<file path="config.mk">
export PLATFORM = sky130hd
export DESIGN_NAME = branch_predictor
export DESIGN_NICKNAME = d
export VERILOG_FILES = /design/src/rtl/mips_bp_pkg.sv /design/src/rtl/bp_ras.sv /design/src/rtl/branch_predictor.sv
export SDC_FILE = /design/constraint.sdc
export NUM_CORES = 2
export LEC_CHECK = 0
export CORE_ASPECT_RATIO = 0.6
export CORE_MARGIN = 2
export CORE_UTILIZATION = 52
export DETAILED_ROUTE_END_ITERATION = 6
export PLACE_DENSITY = 0.66
export SYNTH_ARGS = -nofsm -noshare
export SYNTH_HDL_FRONTEND = slang
export SYNTH_SLANG_ARGS = --single-unit
</file>
<file path="constraint.sdc">
create_clock -name clk -period 10.3 [get_ports clk]
set_input_delay 1.545 -clock clk [delete_from_list [all_inputs] [get_ports clk]]
set_output_delay 1.545 -clock clk [all_outputs]
set_load 0.05 [all_outputs]
</file>
<file path="src/rtl/mips_bp_pkg.sv">
// mips_bp_pkg: shared branch-type encoding and 2-bit counter helpers for the branch predictor
package mips_bp_pkg;
   typedef enum logic [1:0] {BR = 2'd0, JMP = 2'd1, CALL = 2'd2, RET = 2'd3} bp_type_t;
   localparam logic [1:0] CTR_SNT = 2'd0;
   localparam logic [1:0] CTR_WNT = 2'd1;
   localparam logic [1:0] CTR_WT  = 2'd2;
   localparam logic [1:0] CTR_ST  = 2'd3;
   function automatic logic [1:0] ctr_step(input logic [1:0] c, input logic up);
      return up ? (c == CTR_ST ? c : c + 2'd1) : (c == CTR_SNT ? c : c - 2'd1);
   endfunction
endpackage

</file>
<file path="src/rtl/bp_ras.sv">
// bp_ras: circular return-address stack; overflow overwrites the oldest entry, underflow wraps
module bp_ras #(
   parameter int DEPTH = 4
) (
   input  logic        clk,
   input  logic        rst,
   input  logic        push,
   input  logic        pop,
   input  logic [31:0] push_data,
   output logic [31:0] top
);
   localparam int PW = $clog2(DEPTH);
   logic [31:0]   mem [DEPTH];
   logic [PW-1:0] ptr;
   logic [PW-1:0] top_ptr;
   always_comb top_ptr = ptr - PW'(1);
   always_comb top = mem[top_ptr];
   always_ff @(posedge clk) begin
      if (rst) begin
         ptr <= '0;
         for (int i = 0; i < DEPTH; i++) mem[i] <= '0;
      end else if (push) begin
         mem[ptr] <= push_data;
         ptr      <= ptr + PW'(1);
      end else if (pop) begin
         ptr <= top_ptr;
      end
   end
endmodule

</file>
<file path="src/rtl/branch_predictor.sv">
// branch_predictor: direct-mapped BTB with 2-bit counters, IF lookup and EX training/mispredict.
// Optional return-address stack enabled by defining BP_RAS_EN.
module branch_predictor import mips_bp_pkg::*; #(
   parameter int ENTRIES   = 64,
   parameter int TAG_W     = 10,
   parameter int RAS_DEPTH = 4
) (
   input  logic        clk,
   input  logic        rst,
   input  logic [31:0] if_pc,
   input  logic        if_stall,
   output logic        pred_hit,
   output logic        pred_taken,
   output logic [31:0] pred_target,
   input  logic        ex_valid,
   input  logic [31:0] ex_pc,
   input  bp_type_t    ex_type,
   input  logic        ex_taken,
   input  logic [31:0] ex_target,
   input  logic        ex_pred_taken,
   input  logic [31:0] ex_pred_target,
   output logic        mispredict,
   output logic [31:0] redirect_pc
);
   localparam int IDX_W = $clog2(ENTRIES);
   logic [ENTRIES-1:0] valid;
   logic [TAG_W-1:0]   tag_mem [ENTRIES];
   bp_type_t           type_mem [ENTRIES];
   logic [1:0]         ctr_mem [ENTRIES];
   logic [29:0]        tgt_mem [ENTRIES];
   logic [IDX_W-1:0]   if_idx, ex_idx;
   logic [TAG_W-1:0]   if_tag, ex_tag;
   logic               ex_hit, wr_en;
   logic [1:0]         ctr_next;
   logic [31:0]        btb_target;
   logic               unused_ok;
   always_comb begin
      if_idx     = if_pc[IDX_W+1:2];
      if_tag     = if_pc[IDX_W+TAG_W+1:IDX_W+2];
      ex_idx     = ex_pc[IDX_W+1:2];
      ex_tag     = ex_pc[IDX_W+TAG_W+1:IDX_W+2];
      pred_hit   = valid[if_idx] && tag_mem[if_idx] == if_tag;
      pred_taken = pred_hit && (type_mem[if_idx] != BR || ctr_mem[if_idx][1]);
      btb_target = {tgt_mem[if_idx], 2'b00};
      ex_hit     = valid[ex_idx] && tag_mem[ex_idx] == ex_tag;
      wr_en      = ex_valid && (ex_hit || ex_taken);
      ctr_next   = ex_hit ? ctr_step(ctr_mem[ex_idx], ex_taken) : CTR_WT;
      mispredict = ex_valid && (ex_taken != ex_pred_taken || (ex_taken && ex_target != ex_pred_target));
      redirect_pc = ex_taken ? ex_target : ex_pc + 32'd4;
   end
`ifdef BP_RAS_EN
   logic [31:0] ras_top;
   bp_ras #(.DEPTH(RAS_DEPTH)) u_ras (
      .clk       (clk),
      .rst       (rst),
      .push      (pred_hit && type_mem[if_idx] == CALL && !if_stall),
      .pop       (pred_hit && type_mem[if_idx] == RET && !if_stall),
      .push_data (if_pc + 32'd4),
      .top       (ras_top)
   );
   always_comb pred_target = !pred_hit ? '0 : type_mem[if_idx] == RET ? ras_top : btb_target;
`else
   always_comb pred_target = pred_hit ? btb_target : '0;
`endif
   // address bits outside index/tag, and the stall when no RAS is built, are intentionally ignored
   assign unused_ok = ^{if_pc, ex_pc, if_stall, RAS_DEPTH[0]};
   always_ff @(posedge clk) begin
      if (rst) valid <= '0;
      else if (wr_en) valid[ex_idx] <= 1'b1;
   end
   always_ff @(posedge clk) begin
      if (wr_en) begin
         tag_mem[ex_idx]  <= ex_tag;
         type_mem[ex_idx] <= ex_type;
         ctr_mem[ex_idx]  <= ctr_next;
         tgt_mem[ex_idx]  <= ex_target[31:2];
      end
   end
endmodule

</file>
==> key figures <==
Status
  • Status: finished clean

Synthesis
  • Synthesized area per cell: 21.9 um2
  • Seq/Total Area, Yosys: 72.9%
  • Synth async-reset ratio: 0%
  • Flops & latches, synth: 2,880
  • Main area contributors after synthesis: edfxtp_1, mux4_2, dfxtp_1
  • Ys Warns: 0
  • Top cell types by occurrence after synthesis: edfxtp_1, mux4_2, clkbuf_1, buf_2, a22oi_1
  • Cells after Synth: 5,384
  • Ys flop type: edfxtp_1
  • Cell with the most instances after synthesis: edfxtp_1
  • Post-synthesis cell area: 118,000 um2
  • Post-synth EDFFs: 2,816
  • Yosys top cell by area: edfxtp_1
  • Synth top area share: 71.8%
  • Yosys cell types: 92

Drt
  • Wirelength, routed: 377 mm
  • DRC: 0
  • DRT iter0 DRCs: 12,294
  • Routed Antenna Nets: 0
  • Via density: 7.23
  • Routed wire per std cell: 42.2 um
  • Initial DRT Pass Iterations: 7
  • Via count: 64,551

Timing
  • Clock skew: 0.0515 ns
  • Min Tclk post-route: 9.45 ns
  • Setup TNS Final: 0 ns
  • Crit share post-route: 91.7%
  • Slew Limit Headroom: 7.14%
  • Maximum achievable frequency: 106 MHz
  • Final worst slack: 0.850 ns
  • Slew @ Worst Pin: 1.38 ns
  • Final hold viol count: 0
  • Setup violations, final: 0
  • Final Max Slew Viols: 0
  • RSZ-0062 raised after global routing: no

Worst setup path
  • Worst path bufs/invs: 3
  • Max FO, Critical Path: 81
  • WP data arrival: 7.90 ns
  • Crit path max-delay cell type: clkdlybuf4s50_1
  • Critical path class: primary input to primary output
  • CP top delay family: buffers and inverters
  • Critical path launch point type: primary input
  • Crit path top cell by count: mux4_2
  • Cell Chain, Critical Path: buf_8, buf_4, mux4_2, mux4_2, mux2i_1, nor2_1, a21oi_1, xnor2_1, nor4_4, nand2_2, a211oi_1, clkdlybuf4s50_1
  • Worst Path Required: 8.76 ns
  • Max stage delay on crit path: 0.91 ns
  • Crit end category: primary output

Finish
  • Final instance area: 132,000 um2
  • Area grow syn2layout: 11.8%
  • Share of cells above drive strength 1: 30.2%
  • Nets: 5,842

Clocking
  • Post CTS Setup Buffer Count: 0
  • H-tree depth: 4
  • Max clock buf depth: 4
  • # hold bufs at CTS: 0
  • Clock slew at reported path FFs: 0.06 ns
  • Number of cells upsized or downsized after cts: 0
  • Worst-Skew Late Latency: 0.91 ns
  • Clk sink count: 2,880
  • CTS tree: done
  • CTS Buf Count: 248
  • Root Driver: clkbuf_16

Global routing
  • Vias in the first global route: 60,892
  • Antenna violations before repair: 22
  • Gr usage total: 32.5%
  • Grt total ovfl: 0
  • First-pass GRT wire length: 511 mm
  • Largest net degree at the start of global routing: 122

Worst hold path
  • Worst min path class: register to register

Placed design
  • Routability cong.: 0.908
  • Placed inst area: 124,000 um2
  • Detailed Place HPWL: 210 mm
  • Place WS: 0.999 ns
  • I/O Buffers: 183

Floorplan
  • Full die area: 230,000 um2
  • Io pins: 203
  • Std cell rows: 135
  • Area of the core: 225,000 um2
  • Die width: 618 um
  • DIE HEIGHT: 373 um
  • Starting density of the core: 52.3%

Pwr
  • Maximum vdd drop: 171 uV
  • Cell Pwr Density: 180 nW/um2
  • Leak pwr: 0.0409 uW

Job
  • Maxcap violations: 0
-- registers in the layout (all words and copies together), names as in the netlist --
signal,flops
tgt_mem,1920
tag_mem,640
ctr_mem,128
type_mem,128
valid,64
-- stage by stage --
stage	util [%]	cells	power, uW	hold slack [ns]
after floorplan	-	5385	14000	0.438
after global placement	55.0	8469	14700	0.457
after detailed placement	55.0	8469	14700	0.460
after CTS	58.4	8919	23700	0.484
after global routing	58.4	8921	24200	0.508
final	58.4	8930	23700	0.489
-- worst paths after layout --
check | startpoint | end | slack, ns | cells after the start
worst max-delay path | if_pc[2] | pred_target[26] | 0.85 | 12
worst min-delay path | valid[52] | valid[52] | 0.49 | 2
worst max register to register | tag_mem[24][0] | tgt_mem[43][8] | 4.22 | 10
worst min register to register | valid[52] | valid[52] | 0.49 | 2
-- worst register-to-register path, cell delays in order (launching register included) --
cell	delay, ns
edfxtp_1	0.39
mux4_2	0.49
and3_1	0.21
a21oi_1	0.11
nand4b_1	0.29
or4_1	0.65
a2111o_1	0.51
nand4bb_4	0.24
o41ai_4	1.20
and4_4	1.29
buf_4	0.39
-- cell type report --
type / instances / area (um2)
Fill cell: 16087 / 93700
Inverter: 12 / 45.0
Sequential cell: 2880 / 85800
Clock buffer: 306 / 6530
Tap cell: 3014 / 3770
Multi-Input combinational cell: 2118 / 30300
Timing Repair Buffer: 445 / 3860
Antenna cell: 11 / 27.5
Clock inverter: 144 / 1220
-- layout by cell type, fill, tap and decap left out, types with 25 or more instances in the layout --
cell                n
a211oi_1           32
a21oi_1            67
a221oi_1           34
a22oi_1            98
and3_1             33
and4_4             25
buf_2              46
buf_4             243
clkbuf_1           51
clkbuf_16         251
clkdlybuf4s50_1   126
clkinv_1           59
clkinv_2           55
dfxtp_1            64
edfxtp_1         2816
mux2_2             26
mux2i_1            75
mux4_2            955
nand2_1            82
nand2b_1           74
nand3_1            32
nor2_1             39
nor3_1             42
nor3_2             40
nor4_1             41
o21ai_0            51
o41ai_1            33
o41ai_2            31
xnor2_1            33
xor2_1             39
-- per-layer routing --
layer | global-route usage, % | share of wire, % | vias up
met3 | 12.9 | 16 | 740
met4 | 10.7 | 3.9 | 12
li1 | - | - | 23957
met2 | 44.0 | 42 | 5390
met1 | 48.3 | 38 | 34452
met5 | 0 | 0.046 | -
-- logic make-up (layout without fill, tap and decap cells) --
family,Yosys count,count (layout),share of synthesized area [%]
flops,2880,2880,72.9
mux,1059,1059,19.2
simple gates,506,506,2.47
compound gates,478,478,3.21
buf+inv,387,907,1.69
xor+xnor,72,72,0.535
fa+ha+maj,1,1,0.0106
other cells,1,13,0.00318
-- power breakdown --
part	internal [uW]	switching (uW)
sequential	12900	13.2
combinational	573	984
clock	5000	4230
(Power assumes the default switching activity.)
